<file path="src/rtl/sseg_brightness_ctrl.sv">
// Push-button brightness controller for the seven-segment PWM path.
// Ports: clk, reset (async, active high), btn_up/btn_down/btn_blank (raw),
//        pwm_control (duty 0..2^PWM_RESOLUTION), at_max, at_min (registered).
module sseg_brightness_ctrl #(
    parameter int PWM_RESOLUTION = 4,
    parameter int DB_COUNT_WIDTH = 20,
    parameter int RESET_LEVEL    = 2 ** PWM_RESOLUTION
) (
    input  logic                      clk,
    input  logic                      reset,
    input  logic                      btn_up,
    input  logic                      btn_down,
    input  logic                      btn_blank,
    output logic [PWM_RESOLUTION:0]   pwm_control,
    output logic                      at_max,
    output logic                      at_min
);

    localparam int NB = 3;
    localparam int LW = PWM_RESOLUTION + 1;
    localparam logic [LW-1:0] LVL_MAX = {1'b1, {PWM_RESOLUTION{1'b0}}};
    localparam logic [LW-1:0] LVL_ONE = {{PWM_RESOLUTION{1'b0}}, 1'b1};
    localparam logic [LW-1:0] LVL_RST = LW'(RESET_LEVEL);
    localparam logic [DB_COUNT_WIDTH-1:0] CNT_ONE =
        {{(DB_COUNT_WIDTH-1){1'b0}}, 1'b1};

    typedef enum logic [1:0] {ZERO, WAIT1, ONE, WAIT0} db_state_e;

    logic [NB-1:0] raw, sync1, sync2, tick;

    // bit 0 = up, bit 1 = down, bit 2 = blank
    assign raw = {btn_blank, btn_down, btn_up};

    always_ff @(posedge clk or posedge reset) begin
        if (reset) begin
            sync1 <= '0;
            sync2 <= '0;
        end else begin
            sync1 <= raw;
            sync2 <= sync1;
        end
    end

    for (genvar i = 0; i < NB; i++) begin : g_db
        db_state_e                 st_q, st_d;
        logic [DB_COUNT_WIDTH-1:0] cnt_q, cnt_d;
        logic                      tk;
        logic                      in;

        assign in      = sync2[i];
        assign tick[i] = tk;

        always_ff @(posedge clk or posedge reset) begin
            if (reset) begin
                st_q  <= ZERO;
                cnt_q <= '0;
            end else begin
                st_q  <= st_d;
                cnt_q <= cnt_d;
            end
        end

        // Only the confirmed press (WAIT1 -> ONE) produces a tick.
        always_comb begin
            st_d  = st_q;
            cnt_d = cnt_q;
            tk    = 1'b0;
            unique case (st_q)
                ZERO: begin
                    if (in) begin
                        cnt_d = '1;
                        st_d  = WAIT1;
                    end
                end
                WAIT1: begin
                    if (!in) begin
                        st_d = ZERO;
                    end else if (cnt_q == '0) begin
                        st_d = ONE;
                        tk   = 1'b1;
                    end else begin
                        cnt_d = cnt_q - CNT_ONE;
                    end
                end
                ONE: begin
                    if (!in) begin
                        cnt_d = '1;
                        st_d  = WAIT0;
                    end
                end
                WAIT0: begin
                    if (in) begin
                        st_d = ONE;
                    end else if (cnt_q == '0) begin
                        st_d = ZERO;
                    end else begin
                        cnt_d = cnt_q - CNT_ONE;
                    end
                end
            endcase
        end
    end

    logic [LW-1:0] level_q, level_d;
    logic          blank_q, blank_d;

    // Simultaneous up and down ticks cancel; blank applies independently.
    always_comb begin
        level_d = level_q;
        blank_d = blank_q ^ tick[2];
        if (tick[0] && !tick[1] && level_q != LVL_MAX) begin
            level_d = level_q + LVL_ONE;
        end else if (tick[1] && !tick[0] && level_q != '0) begin
            level_d = level_q - LVL_ONE;
        end
    end

    // Outputs are registered from the next-state values so they move on
    // the same edge as the level itself.
    always_ff @(posedge clk or posedge reset) begin
        if (reset) begin
            level_q     <= LVL_RST;
            blank_q     <= 1'b0;
            pwm_control <= LVL_RST;
            at_max      <= (LVL_RST == LVL_MAX);
            at_min      <= (LVL_RST == '0);
        end else begin
            level_q     <= level_d;
            blank_q     <= blank_d;
            pwm_control <= blank_d ? '0 : level_d;
            at_max      <= (level_d == LVL_MAX);
            at_min      <= (level_d == '0);
        end
    end

endmodule
</file>
<file path="config.mk">
export PLATFORM = sky130hd
export DESIGN_NAME = sseg_brightness_ctrl
export DESIGN_NICKNAME = d
export VERILOG_FILES = /design/src/rtl/sseg_brightness_ctrl.sv
export SDC_FILE = /design/constraint.sdc
export NUM_CORES = 1
export LEC_CHECK = 0
export BUFFER_PORTS_ARGS = -buffer_cell sky130_fd_sc_hd__buf_2
export CAP_MARGIN = 20
export CORE_ASPECT_RATIO = 2
export CORE_UTILIZATION = 64
export CTS_BUF_LIST = sky130_fd_sc_hd__clkbuf_8
export DETAILED_ROUTE_END_ITERATION = 16
export GPL_TIMING_DRIVEN = 0
export PLACE_DENSITY = 0.92
export SYNTH_ARGS = -nofsm -noshare
export SYNTH_HDL_FRONTEND = slang
export SYNTH_SLANG_ARGS = --single-unit
</file>
<file path="constraint.sdc">
create_clock -name clk -period 3.15 [get_ports clk]
set_input_delay 0.4725 -clock clk [delete_from_list [all_inputs] [get_ports clk]]
set_output_delay 0.4725 -clock clk [all_outputs]
set_load 0.05 [all_outputs]
</file>
Word-level counts from Yosys, hierarchy flattened
Index checks and enable logic that the tools add are counted.
{"block": "word_totals", "output_inout_bits": 7, "elab_cells": 119, "reg_bits": 85}
{"block": "classes", "addsub": 5, "mux": 51, "eq_ne": 29, "n_bitwise": 1, "reduce_logical": 20}
{"operator": "2-to-1 mux 20 bit", "n": 15}
{"operator": "one-hot mux 20 bit (4 select lines)", "n": 3}
{"operator": "logical NOT 20 bit", "n": 3}
{"operator": "subtractor 20 x 1 -> 20 bit (second input constant)", "n": 3}
{"operator": "2-to-1 mux 2 bit", "n": 18}
{"operator": "inequality test 2 bit (second input constant)", "n": 12}
{"operator": "one-hot mux 2 bit (4 select lines)", "n": 3}
{"operator": "AND reduction 4 bit", "n": 6}
{"operator": "inequality test 3 bit (second input constant)", "n": 6}
{"operator": "2-to-1 mux 5 bit", "n": 3}
{"operator": "== test 2 bit (second input constant)", "n": 6}
{"operator": "2-to-1 mux 1 bit", "n": 9}
{"operator": "== test 2 x 1 -> 1 bit (second input constant)", "n": 3}
{"operator": "logical NOT 2 bit", "n": 3}
{"operator": "adder 5 x 1 -> 5 bit (second input constant)", "n": 1}
{"operator": "== test 5 bit (second input constant)", "n": 1}
{"operator": "logical NOT 5 bit", "n": 1}
{"operator": "inequality test 5 bit (second input constant)", "n": 1}
{"operator": "nonzero test 5 bit", "n": 1}
{"operator": "subtractor 5 x 1 -> 5 bit (second input constant)", "n": 1}
{"operator": "logical AND 1 bit", "n": 4}
{"operator": "logical NOT 1 bit", "n": 2}
{"operator": "XOR 1 bit", "n": 1}

Longest topological paths before layout
{"block": "logic_depth", "word_depth": 10, "depth_mapped": 10, "mapped_depth_nobuf": 10}

Worst setup path before layout
Ideal clock, no wire load.
{"block": "synth_timing", "path_kind": "register -> register", "from": "register g_db[1].cnt_q[11]", "to": "register g_db[1].cnt_q[14]", "path_buffers": 0, "t_arrival_ns": 2.274, "slack_ns": 0.742, "path_stages_with_launch": 8, "path_cell_list": "dfrtp_1 or4_4 or4_4 o21a_4 and2_4 and4b_1 xnor2_1 nand2_1"}
{"block": "synth_via", "elab_chain_len": 4, "word_cells_on_any_way": 6, "classes_between": "add/sub (1); mux (4); reduce/logical (1)"}
{"item": "start, declared", "line_no": "46", "source": "logic [DB_COUNT_WIDTH-1:0] cnt_q, cnt_d;"}
{"item": "start signal, assigned", "line_no": "59", "source": "cnt_q <= cnt_d;"}
{"item": "subtractor 20 x 1 -> 20 bit or logical NOT 20 bit (tied branches)"}
{"item": "2-to-1 mux 20 bit *", "line_no": "78, 94"}
{"item": "2-to-1 mux 20 bit (on tied branches)", "line_no": "92, 76"}
{"item": "one-hot mux 20 bit (4 select lines) *", "line_no": "68", "source": "unique case (st_q)"}
Mark *: on every way between the ends. The rest lies on a longest branch, timed or not. The select of a mux whose other input is x is not followed.
A chain may end at the register's enable or synchronous reset.

Worst setup path after layout
{"block": "layout_timing", "from": "register g_db[1].cnt_q[4]", "to": "register at_min"}
{"block": "layout_via", "elab_chain_len": 9, "word_cells_on_any_way": 12, "classes_between": "mux (5); reduce/logical (7)"}
{"item": "logical NOT 20 bit *", "line_no": "78", "source": "end else if (cnt_q == '0) begin"}
{"item": "2-to-1 mux 1 bit *", "line_no": "78"}
{"item": "2-to-1 mux 1 bit *", "line_no": "76", "source": "if (!in) begin"}
{"item": "2-to-1 mux 1 bit *", "line_no": "68"}
{"item": "logical AND 1 bit or logical NOT 1 bit (tied branches)", "line_no": "113, 111"}
{"item": "logical AND 1 bit (on tied branches)", "line_no": "113, 111"}
{"item": "2-to-1 mux 5 bit or logical AND 1 bit (tied branches)", "line_no": "113, 111"}
{"item": "2-to-1 mux 5 bit *", "line_no": "111", "source": "if (tick[0] && !tick[1] && level_q != LVL_MAX) begin"}
{"item": "named net level_d[4]", "line_no": "104", "source": "logic [LW-1:0] level_q, level_d;"}
{"item": "logical NOT 5 bit *", "line_no": "132", "source": "at_min <= (level_d == '0);"}
{"item": "end signal, assigned", "line_no": "126", "source": "at_min <= (LVL_RST == '0);"}
{"item": "end signal, assigned", "line_no": "132"}
{"item": "end, declared", "line_no": "16", "source": "output logic at_min"}
Mark *: on every way through the listed nets, which the timed path passes. The rest lies on a longest branch.

==> results.cfg <==
[status]
status = finished, final reports clean

[routing]
wl_per_cell_microns = 16.26
drt_iter0_markers = 184
routed_wl_microns = 8815
firstDrtPassIters = 4
via_count = 3307
vias_per_cell = 6.101
drc = 0
ant_nets = 0

[cts]
ctsResizeCount = 0
cts_tree = yes
clkTransAtPathRegs_ns = 0.08
cts_sinks = 85
clk_latency_ns = 0.36
post_cts_buffers = 0
cts_buffers = 9
htreeDepth = 3
ctsRootBufferMaster = clkbuf_8
clock_path_buffers = 2
postCtsHoldBufs = 0

[cells_and_area]
diodes = 0
post-route-cell-area_sq_mm = 0.004634
final_cell_mix = dfrtp_1, nand2_1, nand3_1
nFillCells = 449
area_delta_synth_final_pct = 9.683
postLayoutCoreUtil_pct = 72.86
layout-drive-gt1-share_pct = 12.28
layout.nets = 463
post_layout_nonfiller_instances = 542
layout_commonest_cell = dfrtp_1

[die]
die_w_microns = 59.46
fp.coreArea_sq_mm = 0.006361
die_area_sq_mm = 0.006951
ios = 12
rows = 41
initial_core_util_pct = 66.42
die_y_microns = 116.9

[sta]
tightest_slew_ns = 0.8619
layout_worst_path_cycle_share_pct = 95.30
drv_slew = 0
min_period_ns = 3.002
whs_ns = 0.1319
fmax_ghz = 0.3331
setup_violations = 0
timing.slew.headroom_pct = 42.01
tns_ns = 0
hold_violations = 0
layout_setup_ws_ns = 0.1481
rsz0062_at_grt = false
fin_skew_ns = 0.005018

[synth]
syn_avg_cell_area_sq_um = 9.872
yosysWarnings = 0
synth_fp_nets = 440
mappedNetlistArea_sq_mm = 0.004225
synth_ff_type = dfrtp_1
synth_seq_area_share_pct = 50.43
async_reset_ff_share_pct = 100.0
synth-edff-count = 0
netlist_instances = 428
synthDistinctLibCells = 58
synth_seq_cells = 85

[global_routing]
grt-ovfl-total = 0
grt_pass1_vias = 3287
grt_pass1_wl_microns = 14550
grtUsageTotal_pct = 28.13
antenna_found_initial = 0
grt_max_degree = 47

[critical_path]
critPathTopFamily = simple AND/OR/NAND/NOR gates
slowest_stage = nor4_1
path_cells = nor4_1 -> nand3b_1 -> nor4_2 -> nor2_1 -> a311o_2 -> inv_2 -> nor2_1
path_class = flip-flop to flip-flop
cpMostUsedCell = nor2_1
end_kind = flip-flop
path_max_fanout = 7
max_stage_delay_ns = 0.77
cp_data_required_time_ns = 3.40
crit_buf_inv = 1
arrival_ns = 3.25
worstSetupStartpointType = flip-flop

[power_and_ir_drop]
power_mw = 2.094
power.leakage_nw = 1.602
peakVddDrop_mv = 0.3966
power.density_mw_per_mm2 = 451.8

[min_path]
hold_class = input port to async pin

[flow_run]
drv_cap = 0

[placement]
dp_hpwl_microns = 6396
portBuffers = 11
dpl-instance-area_sq_mm = 0.004410
pre_cts_ws_ns = 0.2044
globalplace.congestion = 0.8704
dp_cells = 526
path summary, 6_finish.rpt:
kind,end,cells after the start,slack [ns],from
max in group asynchronous,pwm_control[4]$_DFF_PP1_,3,2.35,reset
hold reg to reg,sync2[1]$_DFF_PP0_,0,0.35,sync1[1]$_DFF_PP0_
min in group clk,sync1[2]$_DFF_PP0_,1,0.21,btn_blank
setup reg to reg,at_min$_DFF_PP0_,7,0.15,g_db[1].cnt_q[4]$_DFFE_PP0P_
hold / removal,g_db[2].cnt_q[14]$_DFFE_PP0P_,2,0.13,reset
setup / recovery,at_min$_DFF_PP0_,7,0.15,g_db[1].cnt_q[4]$_DFFE_PP0P_
routing by layer:
| layer | track usage, % | routed length (microns) |
|---|---|---|
| met2 | 51.24 | 4970 |
| met3 | 5.495 | 238 |
| met5 | 0 | 0 |
| met4 | 16.51 | 331 |
| met1 | 28.59 | 3274 |
worst register-to-register path, cell delays in order, from the launching register on:
cell and delay [ns]:
dfrtp_1 0.41, nor4_1 0.77, nand3b_1 0.49, nor4_2 0.61
nor2_1 0.08, a311o_2 0.41, inv_2 0.07, nor2_1 0.05
cell families (layout without fill, tap and decap cells):
| group | Yosys count | after routing | synth area share (%) |
|---|---|---|---|
| multiplexers | 4 | 4 | 1.066 |
| AO/OA/AOI/OAI | 57 | 57 | 8.765 |
| flip-flops | 85 | 85 | 50.43 |
| XOR/XNOR | 38 | 38 | 8.055 |
| buffers and inverters | 24 | 52 | 2.162 |
| AND/OR/NAND/NOR | 213 | 213 | 27.45 |
| adder cells (fa/ha/maj) | 7 | 7 | 2.073 |
flip-flops by register name (all words and copies together), names as in the netlist, named ones only:
| register | count |
|---|---|
| g_db.cnt_q | 60 |
| level_q | 5 |
| pwm_control | 5 |
| g_db.st_q | 3 |
| sync1 | 3 |
| sync2 | 3 |
| at_max | 1 |
| at_min | 1 |
| blank_q | 1 |
where the power goes:
group,switching [mW],leakage (nW),internal (mW)
sequential,0.0215,0.848,1.11
clock,0.388,0.112,0.466
combinational,0.0706,0.642,0.0342
Yosys cell counts (9+ instances only):
library cell | n | area, sq um
nor3_1 | 18 | 90.09
nand3_1 | 29 | 145.1
dfrtp_1 | 82 | 2052
nor2_1 | 23 | 86.33
xor2_1 | 13 | 113.9
o21ai_0 | 24 | 120.1
nand2_1 | 52 | 195.2
xnor2_1 | 24 | 210.2
or3_1 | 22 | 137.6
a21oi_1 | 9 | 45.04
inv_1 | 13 | 48.80
nor4_1 | 17 | 106.4
area by class of cell:
cell class	instances	area, sq um	area share (%)
Buffer	10	38.79	0.8369
Clock buffer	10	137.6	2.970
Clock inverter	6	86.33	1.863
Inverter	14	55.05	1.188
Multi-Input combinational cell	319	2003	43.22
Sequential cell	85	2131	45.98
Tap cell	86	107.6	2.322
Timing Repair Buffer	12	75.07	1.620
No activity file was read; power rests on OpenSTA's default activity.
